$ cat src/rtl/bch_pkg.sv
// Shared constants, FSM state type and GF(2^M) helpers for the BCH syndrome engine.
// GF elements are carried at GF_MAX_M bits inside the helpers and truncated by callers.
package bch_pkg;

    localparam int BCH_M      = 4;
    localparam int BCH_N      = 15;
    localparam int BCH_T      = 2;
    localparam int GF_MAX_M   = 16;
    localparam int GF_MAX_POW = 16;

    typedef enum logic [1:0] {
        IDLE,
        SHIFT,
        DONE
    } bch_syn_state_t;

    typedef logic [GF_MAX_M-1:0] gf_elem_t;

    // Multiply by alpha: shift left, reduce by the low bits of the primitive polynomial.
    function automatic gf_elem_t gf_mul_alpha(input gf_elem_t x, input gf_elem_t poly, input int m);
        gf_elem_t mask;
        gf_elem_t r;
        mask = (gf_elem_t'(1) << m) - gf_elem_t'(1);
        r    = (x << 1) & mask;
        if (x[m-1]) begin
            r = r ^ (poly & mask);
        end
        return r;
    endfunction

    function automatic gf_elem_t gf_mul_alpha_pow(input gf_elem_t x, input int j, input gf_elem_t poly,
                                                  input int m);
        gf_elem_t r;
        r = x;
        for (int i = 0; i < GF_MAX_POW; i++) begin
            if (i < j) begin
                r = gf_mul_alpha(r, poly, m);
            end
        end
        return r;
    endfunction

endpackage

$ cat src/rtl/bch_syndrome_engine_if.sv
// Codeword-in / syndromes-out handshake bundle for the BCH syndrome engine.
interface bch_syndrome_engine_if #(
    parameter int M = 4,
    parameter int N = 15,
    parameter int T = 2
);

    logic                 in_valid;
    logic                 in_ready;
    logic [N-1:0]         in_codeword;
    logic                 out_valid;
    logic                 out_ready;
    logic [2*T*M-1:0]     out_syndromes;
    logic                 out_error_detected;
    logic                 busy;

    modport slave (
        input  in_valid,
        input  in_codeword,
        input  out_ready,
        output in_ready,
        output out_valid,
        output out_syndromes,
        output out_error_detected,
        output busy
    );

    modport master (
        output in_valid,
        output in_codeword,
        output out_ready,
        input  in_ready,
        input  out_valid,
        input  out_syndromes,
        input  out_error_detected,
        input  busy
    );

endinterface

$ cat src/rtl/bch_syn_cell.sv
// One Horner accumulator: S <= S * alpha^J + bit, restarting from zero when clear is set.
module bch_syn_cell
    import bch_pkg::*;
#(
    parameter int         M         = 4,
    parameter int         J         = 1,
    parameter logic [M:0] PRIM_POLY = 5'b10011
) (
    input  logic         clk,
    input  logic         rst,
    input  logic         clear,
    input  logic         enable,
    input  logic         bit_in,
    output logic [M-1:0] syndrome
);

    logic [M-1:0] scaled;

    assign scaled = M'(gf_mul_alpha_pow(gf_elem_t'(syndrome), J, gf_elem_t'(PRIM_POLY[M-1:0]), M));

    // Clear folds into the first shift so the registered syndrome only moves during SHIFT.
    always_ff @(posedge clk or posedge rst) begin
        if (rst) begin
            syndrome <= '0;
        end else if (enable) begin
            syndrome <= (clear ? '0 : scaled) ^ M'(bit_in);
        end
    end

endmodule

$ cat src/rtl/bch_syndrome_engine.sv
// Bit-serial BCH syndrome calculator: shifts a received word MSB first through 2T
// parallel Horner accumulators and presents S_1..S_2T with an error-detected flag.
module bch_syndrome_engine
    import bch_pkg::*;
#(
    parameter int         M         = BCH_M,
    parameter int         N         = BCH_N,
    parameter int         T         = BCH_T,
    parameter logic [M:0] PRIM_POLY = 5'b10011
) (
    input logic                  clk,
    input logic                  rst,
    bch_syndrome_engine_if.slave bus
);

    localparam int CW = $clog2(N + 1);

    generate
        if (N < 1 || N > (1 << M) - 1) begin : g_bad_n
            $error("bch_syndrome_engine: N must lie in 1..2^M-1");
        end
        if (T < 1 || T > 8) begin : g_bad_t
            $error("bch_syndrome_engine: T must lie in 1..8");
        end
        if (M < 2 || M > GF_MAX_M) begin : g_bad_m
            $error("bch_syndrome_engine: M out of supported range");
        end
    endgenerate

    bch_syn_state_t state_q;
    bch_syn_state_t state_d;
    logic [CW-1:0]  cnt_q;
    logic [N-1:0]   sreg_q;
    logic           accept;
    logic           shifting;
    logic           first_bit;
    logic [2*T*M-1:0] syn_packed;

    assign accept    = (state_q == IDLE) && bus.in_valid;
    assign shifting  = (state_q == SHIFT);
    assign first_bit = shifting && (cnt_q == CW'(N - 1));

    always_comb begin
        state_d      = state_q;
        bus.in_ready = 1'b0;
        bus.out_valid = 1'b0;
        bus.busy     = 1'b0;
        case (state_q)
            IDLE: begin
                bus.in_ready = 1'b1;
                if (bus.in_valid) begin
                    state_d = SHIFT;
                end
            end
            SHIFT: begin
                bus.busy = 1'b1;
                if (cnt_q == '0) begin
                    state_d = DONE;
                end
            end
            DONE: begin
                bus.busy      = 1'b1;
                bus.out_valid = 1'b1;
                if (bus.out_ready) begin
                    state_d = IDLE;
                end
            end
            default: begin
                state_d = IDLE;
            end
        endcase
    end

    // Word is shifted left so the MSB always sits at sreg_q[N-1] for the accumulators.
    always_ff @(posedge clk or posedge rst) begin
        if (rst) begin
            state_q <= IDLE;
            cnt_q   <= '0;
            sreg_q  <= '0;
        end else begin
            state_q <= state_d;
            if (accept) begin
                sreg_q <= bus.in_codeword;
                cnt_q  <= CW'(N - 1);
            end else if (shifting) begin
                sreg_q <= sreg_q << 1;
                if (cnt_q != '0) begin
                    cnt_q <= cnt_q - 1'b1;
                end
            end
        end
    end

    generate
        for (genvar j = 0; j < 2 * T; j++) begin : g_cell
            bch_syn_cell #(
                .M         (M),
                .J         (j + 1),
                .PRIM_POLY (PRIM_POLY)
            ) u_cell (
                .clk      (clk),
                .rst      (rst),
                .clear    (first_bit),
                .enable   (shifting),
                .bit_in   (sreg_q[N-1]),
                .syndrome (syn_packed[j*M +: M])
            );
        end
    endgenerate

    assign bus.out_syndromes      = syn_packed;
    assign bus.out_error_detected = |syn_packed;

endmodule

$ cat src/flat_wrapper.sv
// flat-port wrapper written by rule: the top's interface ports become plain ports
module bch_syndrome_engine_flat import bch_pkg::*;
#(
    parameter int         M         = BCH_M,
    parameter int         N         = BCH_N,
    parameter int         T         = BCH_T,
    parameter logic [M:0] PRIM_POLY = 5'b10011
)
  (clk, rst, bus_in_valid, bus_in_codeword, bus_out_ready, bus_in_ready, bus_out_valid, bus_out_syndromes, bus_out_error_detected, bus_busy);
  bch_syndrome_engine_if #(.M(M), .N(N), .T(T)) bus_i ();
  input logic clk;
  input logic rst;
  input wire logic [$bits(bus_i.in_valid)-1:0] bus_in_valid;
  input wire logic [$bits(bus_i.in_codeword)-1:0] bus_in_codeword;
  input wire logic [$bits(bus_i.out_ready)-1:0] bus_out_ready;
  output wire logic [$bits(bus_i.in_ready)-1:0] bus_in_ready;
  output wire logic [$bits(bus_i.out_valid)-1:0] bus_out_valid;
  output wire logic [$bits(bus_i.out_syndromes)-1:0] bus_out_syndromes;
  output wire logic [$bits(bus_i.out_error_detected)-1:0] bus_out_error_detected;
  output wire logic [$bits(bus_i.busy)-1:0] bus_busy;
  assign bus_i.in_valid = bus_in_valid;
  assign bus_i.in_codeword = bus_in_codeword;
  assign bus_i.out_ready = bus_out_ready;
  assign bus_in_ready = bus_i.in_ready;
  assign bus_out_valid = bus_i.out_valid;
  assign bus_out_syndromes = bus_i.out_syndromes;
  assign bus_out_error_detected = bus_i.out_error_detected;
  assign bus_busy = bus_i.busy;
  bch_syndrome_engine #(.M(M), .N(N), .T(T), .PRIM_POLY(PRIM_POLY)) u_core (.clk(clk), .rst(rst), .bus(bus_i));
endmodule
$ cat config.mk
export PLATFORM = sky130hd
export DESIGN_NAME = bch_syndrome_engine_flat
export DESIGN_NICKNAME = d
export VERILOG_FILES = /design/src/rtl/bch_pkg.sv /design/src/rtl/bch_syndrome_engine_if.sv /design/src/rtl/bch_syn_cell.sv /design/src/rtl/bch_syndrome_engine.sv /design/src/flat_wrapper.sv
export SDC_FILE = /design/constraint.sdc
export NUM_CORES = 1
export LEC_CHECK = 0
export CELL_PAD_IN_SITES_DETAIL_PLACEMENT = 1
export CELL_PAD_IN_SITES_GLOBAL_PLACEMENT = 1
export CORE_AREA = 2 2 74 76
export DETAILED_ROUTE_END_ITERATION = 8
export DIE_AREA = 0 0 76 78
export PLACE_DENSITY = 0.73
export SKIP_LAST_GASP = 1
export SYNTH_ARGS = -nofsm -noshare
export SYNTH_HDL_FRONTEND = slang
export SYNTH_SLANG_ARGS = --single-unit
$ cat constraint.sdc
create_clock -name clk -period 2.3 [get_ports clk]
set_input_delay 0.345 -clock clk [delete_from_list [all_inputs] [get_ports clk]]
set_output_delay 0.345 -clock clk [all_outputs]
set_load 0.005 [all_outputs]
==> results.md, run 1 <==
| Step | Parameter | Value |
|---|---|---|
| run status | Outcome | complete, no violations |
| grt | Number of antenna violations at the first check in global routing | 0 |
| floorplan | Rows | 26 |
| floorplan | Die Area | 5930 um^2 |
| power | Leakage | 1.06 nW |
| clock tree | Clock Path Buffers | 2 |
| logic synthesis | Synth Instances | 197 |
| sta | Final min period | 2.10 ns |
| logic synthesis | Avg Cell Area, Syn | 9.71 um^2 |
| power | Peak supply drop | 0.442 mV |
| sta | Number of hold violations in the final report | 0 |
| clock tree | Post-CTS setup buffer count | 0 |
| layout | Area growth from synthesis to final layout | 29.0% |
| logic synthesis | Post-synthesis sequential element count | 37 |
| worst setup path | Worst r2r path cells | 5 |
| worst setup path | Register-to-register setup slack | 0.34 ns |
| grt | Remaining global-route overflow | 0 |
| worst setup path | Critical R2R Capture | u_core.state_q[0]$_DFFE_PP0P_ |
| clock tree | Clock sink total | 37 |
| placed design | Final GP Congestion | 0.784 |
| grt | First-pass GRT wire length | 7450 um |
| sta | Setup Total Neg Slack | 0 ns |
| layout | Most frequent cells in the layout | clkdlybuf4s50_1 (38), dfrtp_1 (37), o21ai_0 (30) |
| logic synthesis | Number of enable-type register cells in the synthesized netlist | 0 |
| logic synthesis | Predominant post-synthesis flop cell | dfrtp_1 |
| grt | Global routing usage on met2 | 0.270 |
| worst setup path | List of cells traversed by the critical path | inv_1 -> ha_1 -> nor4b_2 -> nand4_1 -> clkdlybuf4s50_1 |
| routing | Post-detailed-routing wire length | 4300 um |
| routing | Count of antenna-violating nets left after detailed routing | 0 |
| layout | Nets@finish | 264 |
| floorplan | Die height | 78 um |
| floorplan | Effective utilization at floorplan | 0.379 |
| flow run | MaxCap Viol Count | 0 |
| routing | Routed WL per cell | 14.1 um |
| clock tree | Buffer cell driving the clock tree root | clkbuf_8 |
| logic synthesis | Share of synthesized flip-flops with an asynchronous set or reset | 1.00 |
| layout | Leading cell type in the layout, fill and taps excluded | clkdlybuf4s50_1 |
| sta | Fmax | 0.475 GHz |
| floorplan | Area of the placeable core | 5040 um^2 |
| placed design | Worst slack, placed | 0.366 ns |
| worst setup path | Crit Reg-Reg Startpoint | u_core.cnt_q[0]$_DFFE_PP0P_ |
| logic synthesis | Number of nets in the synthesized netlist | 225 |
| grt | Via count of the first global-routing pass | 1604 |
| routing | Routed via count divided by cell count | 5.14 |
| worst hold path | Hold WC Path Type | input port to asynchronous set/reset pin |
| sta | Final Slew Violations | 0 |
| floorplan | Die boundary width | 76 um |
| sta | Fin crit share | 0.915 |
| grt | Global routing's busiest layer | met2 |
| layout | Filler Cell Count | 593 |
| grt | Largest net degree at the start of global routing | 38 |
| worst setup path | CP peak stage delay | 0.45 ns |
| sta | Post-route worst setup slack | 0.196 ns |
| logic synthesis | Sequential fraction of the synthesis area | 0.484 |
| worst setup path | Count of buffer and inverter cells on the critical path | 2 |
| clock tree | Source-to-sink clock delay at the later pin of the worst-skew pair | 0.28 ns |
| worst setup path | WP data arrival | 1.76 ns |
| routing | DR iter-0 viols | 77 |
| clock tree | Total CTS buffers | 5 |
| worst setup path | Startpoint Class | flop |
| clock tree | Number of cells upsized or downsized after cts | 0 |
| worst setup path | Critical path peak fanout | 3 |
| layout | Diode insertion count for antenna repair | 0 |
| routing | DRC violation count after routing | 0 |
| worst setup path | Type of element capturing the critical path | primary output |
| layout | Fraction of layout cells with a size suffix above 1 | 0.0678 |
| worst setup path | CP max-delay cell | clkdlybuf4s50_1 |
| sta | Fin Clk Skew | 0.00429 ns |
| layout | Final Util | 0.489 |
| routing | Count of TritonRoute iterations in the first routing pass | 4 |
| logic synthesis | Count of yosys warnings during synthesis | 0 |
| worst setup path | Worst path required time | 1.96 ns |
| grt | Global routing met3 resource utilization | 0.0384 |
| sta | Worst Max-Slew Pin Slew | 0.471 ns |
| placed design | Post-DP HPWL | 3120 um |
| clock tree | CTS tree | built |
| sta | Setup violations, final | 0 |
| logic synthesis | Count of different cell masters after synthesis | 38 |
| clock tree | Number of levels in the clock H-tree | 2 |
| sta | Headroom to the max-slew limit | 0.686 |
| floorplan | Number of placed I/O pins | 39 |
| grt | Overall Global Routing Usage | 0.156 |
| logic synthesis | Area of the mapped netlist | 1910 um^2 |
| clock tree | Clock slew seen by the registers of the worst setup and hold paths | 0.07 ns |
| grt | Global routing met1 resource utilization | 0.194 |
| worst setup path | Category of the critical setup timing path | flop to primary output |
| routing | Total via count after detailed routing | 1574 |
| placed design | PortBufs | 38 |
| sta | Unrepaired setup endpoints after global routing | false |
| worst setup path | Cell family with most CP delay | buffers and inverters |
| clock tree | Post-cts hold buffer count | 0 |
| power | Pwr dens | 1320 nW/um^2 |
## flip-flops by register name (all words and copies together) (netlist names)
| register | flops |
|---|---|
| u_core.g_cell.u_cell.syndrome | 16 |
| u_core.sreg_q | 15 |
| u_core.cnt_q | 4 |
| u_core.state_q | 2 |
## where the power goes
part	switching [mW]	internal (mW)	leakage, nW
Clock	0.209	0.237	0.0443
Combinational	0.747	0.807	0.553
Sequential	0.302	0.958	0.458
Total	1.26	2.00	1.06
## worst max-delay path by stage
stage	slack, ns	to	startpoint	depth (start not counted)
finish	0.20	bus_out_error_detected	u_core.g_cell[1].u_cell.syndrome[2]$_DFFE_PP0N_	5
global route	0.11	bus_out_error_detected	u_core.g_cell[2].u_cell.syndrome[2]$_DFFE_PP0N_	5
CTS	0.08	bus_out_error_detected	u_core.g_cell[1].u_cell.syndrome[2]$_DFFE_PP0N_	5
detailed placement	0.37	u_core.state_q[0]$_DFFE_PP0P_	u_core.cnt_q[0]$_DFFE_PP0P_	5
global placement	0.38	bus_out_error_detected	u_core.g_cell[1].u_cell.syndrome[2]$_DFFE_PP0N_	5
floorplan	0.48	u_core.state_q[0]$_DFFE_PP0P_	u_core.cnt_q[0]$_DFFE_PP0P_	5
## layout make-up
class                           instances  area, um^2  share of cell area
Sequential cell                        37         926               0.375
Timing Repair Buffer                   43         418               0.169
Inverter                               19        71.3              0.0289
Multi-Input combinational cell        130         878               0.356
Tap cell                               70        87.6              0.0355
Clock buffer                            7        86.3              0.0350
## logic make-up after synthesis
family / count (synthesis) / share of synthesized area
simple gates: 55 / 0.149
compound gates: 44 / 0.135
flops: 37 / 0.484
buf+inv: 30 / 0.0602
mux: 17 / 0.0903
fa+ha+maj: 9 / 0.0589
xor+xnor: 5 / 0.0229
## per-layer routing
| layer | wire length (um) | part of all wire | vias up |
|---|---|---|---|
| met2 | 2090 | 0.49 | 40 |
| met4 | 45 | 0.010 | 0 |
| met3 | 197 | 0.046 | 4 |
| li1 | - | - | 762 |
| met1 | 1970 | 0.46 | 768 |
| met5 | 0 | 0 | - |
## synthesized netlist by cell type, types with 2 or more instances
| cell | number | share of area |
|---|---|---|
| nor4b_1 | 2 | 0.0092 |
| clkbuf_1 | 8 | 0.016 |
| dfrtp_1 | 37 | 0.48 |
| nor2b_1 | 3 | 0.0098 |
| ha_1 | 9 | 0.059 |
| a21oi_1 | 3 | 0.0078 |
| mux2i_1 | 15 | 0.078 |
| a31oi_1 | 2 | 0.0065 |
| o21ai_0 | 30 | 0.078 |
| inv_1 | 19 | 0.037 |
| xor2_1 | 3 | 0.014 |
| o221ai_1 | 2 | 0.0092 |
| nand2_1 | 20 | 0.039 |
| nand4_1 | 2 | 0.0065 |
| nor2_1 | 6 | 0.012 |
| nand3_1 | 11 | 0.029 |
| a32o_1 | 2 | 0.010 |
| xnor2_1 | 2 | 0.0092 |
| buf_2 | 2 | 0.0052 |
## tightest hold or removal path, stage by stage
cell and delay [ns]:
clkdlybuf4s50_1 0.39, inv_1 0.05, buf_4 0.39
## through the flow
| step | total power, mW | hold WS, ns | cells | cell area, um^2 |
|---|---|---|---|---|
| after CTS | 3.31 | 0.491 | 306 | 2460 |
| after global routing | 3.55 | 0.508 | 306 | 2470 |
| final | 3.26 | 0.467 | 306 | 2470 |
| after floorplan | 2.18 | 0.462 | 197 | 1910 |
| after global placement | 2.78 | 0.525 | 299 | 2370 |
| after detailed placement | 2.84 | 0.530 | 299 | 2370 |
No activity file was read; power rests on OpenSTA's default activity.
==> run 2: changes to the inputs <==
- RECOVER_POWER: unset -> 50
- REMOVE_ABC_BUFFERS: unset -> 1
- clock period: 2.3 -> 2.1 ns (I/O delays scaled with it)
==> run 2 against run 1 <==
Effect of this change: sequential share of layout area decreased by 0.32 points; power increased by 10%; clock power increased by 9.8%; flip-flop and latch count unchanged; wire length decreased by 0.39%; count of clock-buffer cells in the layout decreased by 2; sequential power increased by 9%; final cell count increased by 0.65%; critical path depth unchanged; global-route usage about the same; design area increased by 0.86%; critical endpoint is now u_core.state_q[0]$_DFFE_PP0P_; largest power group unchanged.
==> results.md, run 2 (synthesis gave the netlist of run 1 again) <==
| Step | Parameter | Value |
|---|---|---|
| run status | Outcome | complete, no violations |
| grt | Overall Global Routing Usage | 0.156 |
| clock tree | Clock Path Buffers | 2 |
| layout | Fraction of layout cells with a size suffix above 1 | 0.0798 |
| sta | Unrepaired setup endpoints after global routing | false |
| layout | Nets@finish | 265 |
| clock tree | Post-CTS setup buffer count | 0 |
| routing | DRC violation count after routing | 0 |
| floorplan | Die Area | 5930 um^2 |
| layout | Area growth from synthesis to final layout | 30.1% |
| sta | Final min period | 2.01 ns |
| worst hold path | Hold WC Path Type | flop to flop |
| floorplan | Number of placed I/O pins | 39 |
| worst setup path | Category of the critical setup timing path | flop to flop |
| floorplan | Effective utilization at floorplan | 0.379 |
| layout | Post-Layout Inst Area | 2490 um^2 |
| grt | Number of antenna violations at the first check in global routing | 0 |
| power | Peak supply drop | 0.538 mV |
| clock tree | Buffer cell driving the clock tree root | clkbuf_8 |
| layout | Diode insertion count for antenna repair | 0 |
| sta | Fmax | 0.497 GHz |
| layout | Register name with the most flops | u_core.g_cell.u_cell.syndrome |
| layout | Non-filler cells, final | 308 |
| sta | Setup violations, final | 0 |
| clock tree | Source-to-sink clock delay at the later pin of the worst-skew pair | 0.29 ns |
| placed design | Post-placement cell count | 300 |
| sta | Worst Max-Slew Pin Slew | 0.917 ns |
| clock tree | Post-cts hold buffer count | 0 |
| worst setup path | WP data arrival | 2.18 ns |
| sta | Headroom to the max-slew limit | 0.389 |
| placed design | Final GP Congestion | 0.817 |
| routing | Count of antenna-violating nets left after detailed routing | 0 |
| routing | Routed via count divided by cell count | 5.05 |
| clock tree | Clock slew seen by the registers of the worst setup and hold paths | 0.07 ns |
| routing | Total via count after detailed routing | 1555 |
| power | Leakage | 1.08 nW |
| sta | Final Slew Violations | 0 |
| worst setup path | Startpoint Class | flop |
| sta | Fin crit share | 0.958 |
| placed design | PortBufs | 38 |
| floorplan | Area of the placeable core | 5040 um^2 |
| floorplan | Rows | 26 |
| routing | Routed WL per cell | 13.9 um |
| routing | DR iter-0 viols | 59 |
| sta | Fin Clk Skew | 0.00505 ns |
| worst setup path | Worst path required time | 2.27 ns |
| sta | Setup Total Neg Slack | 0 ns |
| clock tree | CTS tree | built |
| layout | Most frequent cells in the layout | dfrtp_1 (37), o21ai_0 (30), clkdlybuf4s50_1 (30) |
| flow run | MaxCap Viol Count | 0 |
| grt | Via count of the first global-routing pass | 1591 |
| clock tree | Number of levels in the clock H-tree | 2 |
| routing | Count of TritonRoute iterations in the first routing pass | 4 |
| routing | Post-detailed-routing wire length | 4290 um |
| layout | Leading cell type in the layout, fill and taps excluded | dfrtp_1 |
| layout | Largest register FFs | 16 |
| floorplan | Die boundary width | 76 um |
| clock tree | Total CTS buffers | 5 |
| floorplan | Die height | 78 um |
| grt | First-pass GRT wire length | 7410 um |
| placed design | Area post-placement | 2380 um^2 |
| placed design | Post-DP HPWL | 3050 um |
| sta | Number of hold violations in the final report | 0 |
| worst setup path | Critical path peak fanout | 4 |
| worst setup path | Type of element capturing the critical path | flop |
| grt | Largest net degree at the start of global routing | 38 |
| layout | Biggest registers after layout | u_core.g_cell.u_cell.syndrome: 16 flops, u_core.sreg_q: 15 flops, u_core.cnt_q: 4 flops |
| power | Pwr dens | 1440 nW/um^2 |
| grt | Remaining global-route overflow | 0 |
| clock tree | Clock sink total | 37 |
==> run 2: changes by cell type in the layout (fill, tap and decap cells not counted), sizes merged <==
cell / delta
clkbuf: -1
clkinvlp: +1
dlygate4sd3: +7
dlymetal6s2s: +1
clkinv: +2
clkdlybuf4s50: -8
==> run 2: report_power, final <==
group	leakage [nW]	internal [mW]	switching [mW]
Clock	0.0439	0.229	0.262
Combinational	0.576	0.895	0.825
Sequential	0.458	1.05	0.326
Total	1.08	2.17	1.41
==> run 2: final timing paths <==
path | start | endpoint | slack (ns) | depth (start not counted)
worst max register to register | u_core.cnt_q[0]$_DFFE_PP0P_ | u_core.state_q[0]$_DFFE_PP0P_ | 0.09 | 5
min in group asynchronous | rst | u_core.sreg_q[4]$_DFFE_PP0P_ | 0.74 | 3
max in group asynchronous | rst | u_core.g_cell[0].u_cell.syndrome[0]$_DFFE_PP0N_ | 0.80 | 3
worst min-delay path | u_core.sreg_q[0]$_DFFE_PP0P_ | u_core.sreg_q[0]$_DFFE_PP0P_ | 0.55 | 2
worst max-delay path | u_core.cnt_q[0]$_DFFE_PP0P_ | u_core.state_q[0]$_DFFE_PP0P_ | 0.09 | 5
worst min register to register | u_core.sreg_q[0]$_DFFE_PP0P_ | u_core.sreg_q[0]$_DFFE_PP0P_ | 0.55 | 2
==> run 2: per-layer routing <==
metal | part of all wire | track usage | routed length (um) | up-vias
met1 | 0.47 | 0.193 | 2010 | 752
li1 | - | - | - | 764
met5 | 0 | 0 | 0 | -
met4 | 0.0079 | 0.0491 | 34 | 0
met3 | 0.040 | 0.0453 | 171 | 4
met2 | 0.48 | 0.264 | 2070 | 35
==> run 2: cell type report <==
cell class,count,area (um^2)
well taps,70,87.6
clock buffers,5,68.8
fillers,572,2550
clock inverters,3,17.5
inverters,19,71.3
multi-input cells,130,892
repair buffers,44,425
flip-flops and latches,37,926
==> run 2: stage by stage <==
stage          utilization  power, mW  hold WS [ns]  setup WS [ns]
2_1_floorplan            -       2.35         0.432         -0.240
3_3_place_gp         0.472       3.05         0.525          0.197
3_5_place_dp         0.472       3.11         0.537          0.100
4_1_cts              0.492       3.65         0.451         0.0113
5_1_grt              0.494       3.91         0.592        0.00729
6_report             0.494       3.59         0.547         0.0876
==> run 2: what timing repair did <==
item,CTS,global route
hold endpoints to repair,0,0
resized for setup,2,2
endpoints found under the setup margin,1,1
cloned,0,0
==> run 2: worst max-delay path, stage by stage, from the launching register on <==
cell and delay [ns]:
dfrtp_1 0.40, inv_1 0.10, ha_1 0.21, or3b_4 0.41, a222oi_1 0.40, mux2_1 0.37
==> run 3: changes to the inputs <==
- SYNTH_HIERARCHICAL: unset -> 1
==> run 3 against run 2 <==
Effect of this change: sequential share of layout area is 1.2 points lower; wire length is 2.7% higher; design area is 3.3% higher; critical path depth is 2 lower; non-clock buffer count is 1 lower; critical endpoint is now bus_out_error_detected; die area stayed put; area after synthesis is 1.9% higher; highest routed layer unchanged; critical path type is now flop to primary output; global-route usage hardly changed.
==> results.md, run 3 <==
| Step | Parameter | Value |
|---|---|---|
| run status | Outcome | complete, no violations |
| clock tree | Source-to-sink clock delay at the later pin of the worst-skew pair | 0.29 ns |
| worst setup path | Category of the critical setup timing path | flop to primary output |
| logic synthesis | Share of synthesized flip-flops with an asynchronous set or reset | 1.00 |
| worst setup path | Critical path peak fanout | 6 |
| worst setup path | Worst path required time | 1.78 ns |
| sta | Setup Total Neg Slack | 0 ns |
| sta | Final Slew Violations | 0 |
| layout | Largest register FFs | 16 |
| logic synthesis | Avg Cell Area, Syn | 9.90 um^2 |
| routing | Routed WL per cell | 14.2 um |
| clock tree | Buffer cell driving the clock tree root | clkbuf_8 |
| clock tree | Total CTS buffers | 5 |
| logic synthesis | Predominant post-synthesis flop cell | dfrtp_1 |
| power | Pwr dens | 1510 nW/um^2 |
| sta | Setup violations, final | 0 |
| routing | Post-detailed-routing wire length | 4400 um |
| sta | Fmax | 0.511 GHz |
| power | Leakage | 1.11 nW |
| routing | Count of antenna-violating nets left after detailed routing | 0 |
| worst setup path | Type of element capturing the critical path | primary output |
| sta | Unrepaired setup endpoints after global routing | false |
| sta | Fin crit share | 0.932 |
| worst setup path | Crit Reg-Reg Startpoint | u_core/cnt_q[0]$_DFFE_PP0P_ |
| floorplan | Area of the placeable core | 5040 um^2 |
| clock tree | Number of cells upsized or downsized after cts | 0 |
| placed design | Worst slack, placed | 0.237 ns |
| grt | Remaining global-route overflow | 0 |
| routing | DR iter-0 viols | 77 |
| sta | Worst slack on hold paths | 0.447 ns |
| worst setup path | Worst r2r path cells | 5 |
| clock tree | Clock Path Buffers | 2 |
| floorplan | Number of placed I/O pins | 39 |
| logic synthesis | Area share of the largest cell type after synthesis | 0.475 |
| worst setup path | WP data arrival | 1.64 ns |
| logic synthesis | Synth Instances | 197 |
| clock tree | Post-cts hold buffer count | 0 |
| logic synthesis | Sequential fraction of the synthesis area | 0.475 |
| placed design | Post-placement cell count | 302 |
| floorplan | Die height | 78 um |
| floorplan | Die boundary width | 76 um |
| grt | First-pass GRT wire length | 7470 um |
| layout | Nets@finish | 264 |
| sta | Number of hold violations in the final report | 0 |
| worst setup path | Critical path endpoint | bus_out_error_detected |
| floorplan | Effective utilization at floorplan | 0.387 |
| layout | Area growth from synthesis to final layout | 31.9% |
| layout | Post-Layout Inst Area | 2570 um^2 |
| logic synthesis | Area of the mapped netlist | 1950 um^2 |
| flow run | MaxCap Viol Count | 0 |
| placed design | Area post-placement | 2440 um^2 |
| logic synthesis | Library cell with the largest summed area after synthesis | dfrtp_1 |
| clock tree | Number of levels in the clock H-tree | 2 |
| layout | Leading cell type in the layout, fill and taps excluded | dfrtp_1 |
| placed design | PortBufs | 38 |
| sta | Headroom to the max-slew limit | 0.215 |
| sta | Final min period | 1.96 ns |
| worst setup path | Startpoint Class | flop |
| logic synthesis | Post-synthesis sequential element count | 37 |
| logic synthesis | Top cells by instance count after synthesis | dfrtp_1 (37), nand2_1 (29), inv_1 (21) |
| layout | Non-filler cells, final | 310 |
| logic synthesis | Largest cells by area after synthesis | dfrtp_1 (47%), mux2i_1 (7.2%), nand2_1 (5.6%) |
| routing | DRC violation count after routing | 0 |
| logic synthesis | Number of enable-type register cells in the synthesized netlist | 0 |
| clock tree | Clock sink total | 37 |
| sta | Fin Clk Skew | 0.00360 ns |
| grt | Via count of the first global-routing pass | 1601 |
| worst setup path | Register-to-register setup slack | 0.23 ns |
| layout | Fraction of layout cells with a size suffix above 1 | 0.0750 |
| grt | Largest net degree at the start of global routing | 57 |
| grt | Overall Global Routing Usage | 0.156 |
| layout | Filler Cell Count | 564 |
| logic synthesis | Count of different cell masters after synthesis | 45 |
| logic synthesis | Most common cell in the netlist | dfrtp_1 |
| routing | Total via count after detailed routing | 1595 |
| worst setup path | Critical path launch point | u_core/g_cell[2].u_cell/syndrome[1]$_DFFE_PP0P_ |
| floorplan | Rows | 26 |
| floorplan | Die Area | 5930 um^2 |
| sta | Worst Max-Slew Pin Slew | 1.18 ns |
| layout | Register name with the most flops | u_core/g_cell.u_cell/syndrome |
| clock tree | CTS tree | built |
| power | Peak supply drop | 0.706 mV |
| routing | Routed via count divided by cell count | 5.15 |
| placed design | Post-DP HPWL | 3120 um |
| placed design | Final GP Congestion | 0.741 |
| grt | Number of antenna violations at the first check in global routing | 0 |
| clock tree | Post-CTS setup buffer count | 0 |
| layout | Biggest registers after layout | u_core/g_cell.u_cell/syndrome: 16 flops, u_core/sreg_q: 15 flops, u_core/cnt_q: 4 flops |
| worst hold path | Hold WC Path Type | input port to asynchronous set/reset pin |
| routing | Count of TritonRoute iterations in the first routing pass | 4 |
| layout | Most frequent cells in the layout | dfrtp_1 (37), clkdlybuf4s50_1 (34), nand2_1 (29) |
| clock tree | Clock slew seen by the registers of the worst setup and hold paths | 0.07 ns |
| sta | Post-route worst setup slack | 0.143 ns |
| worst setup path | Critical R2R Capture | u_core/state_q[0]$_DFFE_PP0P_ |
| layout | Diode insertion count for antenna repair | 0 |
| logic synthesis | Count of yosys warnings during synthesis | 6 |
## run 3: changes by cell type in the layout (fill, tap and decap cells not counted), sizes merged, moves of 3 or more
cell / change
ha: -3
dlygate4sd3: -3
clkdlybuf4s50: +4
o21ai: -10
nor4: +3
nand2: +9
nand3: -9
nand4bb: +3
nand2b: +3
nor2: -5
and2b: +3
o22ai: +6
## run 3: logic make-up (layout without fill, tap and decap cells)
family,after synthesis,in the layout,share of synthesized area
DFF,37,37,0.475
adders and majority gates,6,6,0.0385
and+or+nand+nor,62,62,0.185
buffers and inverters,29,72,0.0571
AOI/OAI and AO/OA,43,43,0.143
muxes,16,16,0.0834
xor gates and xnor gates,4,4,0.0180
## run 3: layout make-up
class | instances | area (um^2) | area share
Timing Repair Buffer | 43 | 427 | 0.166
Clock buffer | 5 | 68.8 | 0.0268
Sequential cell | 37 | 926 | 0.360
Inverter | 21 | 78.8 | 0.0307
Tap cell | 70 | 87.6 | 0.0341
Multi-Input combinational cell | 131 | 918 | 0.357
Clock inverter | 3 | 65.1 | 0.0253
## run 3: metrics by stage
step                       util  power (mW)
after floorplan               -        2.43
after global placement    0.483        3.12
after detailed placement  0.483        3.20
after CTS                 0.510        3.95
after global routing      0.510        4.22
final                     0.510        3.89
## run 3: metal layers
metal / vias up / wire, um / global-route usage
met5: - / 0 / 0
met4: 0 / 66 / 0.0491
met3: 8 / 156 / 0.0337
met2: 37 / 2210 / 0.279
met1: 772 / 1970 / 0.187
li1: 778 / - / -
## run 3: where the power goes
group / internal [mW] / switching, mW
combinational: 0.965 / 0.807
sequential: 1.04 / 0.341
clock: 0.472 / 0.264
## run 3: critical path, cell delays in order, from the launching register on
cell             delay (ns)
dfrtp_1                0.43
nor4_1                 0.34
nand4_1                0.12
clkdlybuf4s50_1        0.46
## run 3: worst min path at each step
stage,end,cells after the start,slack [ns]
2_1_floorplan,u_core/g_cell[0].u_cell/syndrome[0]$_DFFE_PP0P_,1,0.08
3_3_place_gp,u_core/sreg_q[0]$_DFFE_PP0P_,2,0.51
6_report,u_core/g_cell[0].u_cell/syndrome[0]$_DFFE_PP0P_,2,0.45
3_5_place_dp,u_core/state_q[1]$_DFFE_PP0P_,1,0.52
4_1_cts,u_core/g_cell[0].u_cell/syndrome[1]$_DFFE_PP0P_,2,0.34
5_1_grt,u_core/g_cell[0].u_cell/syndrome[0]$_DFFE_PP0P_,2,0.46
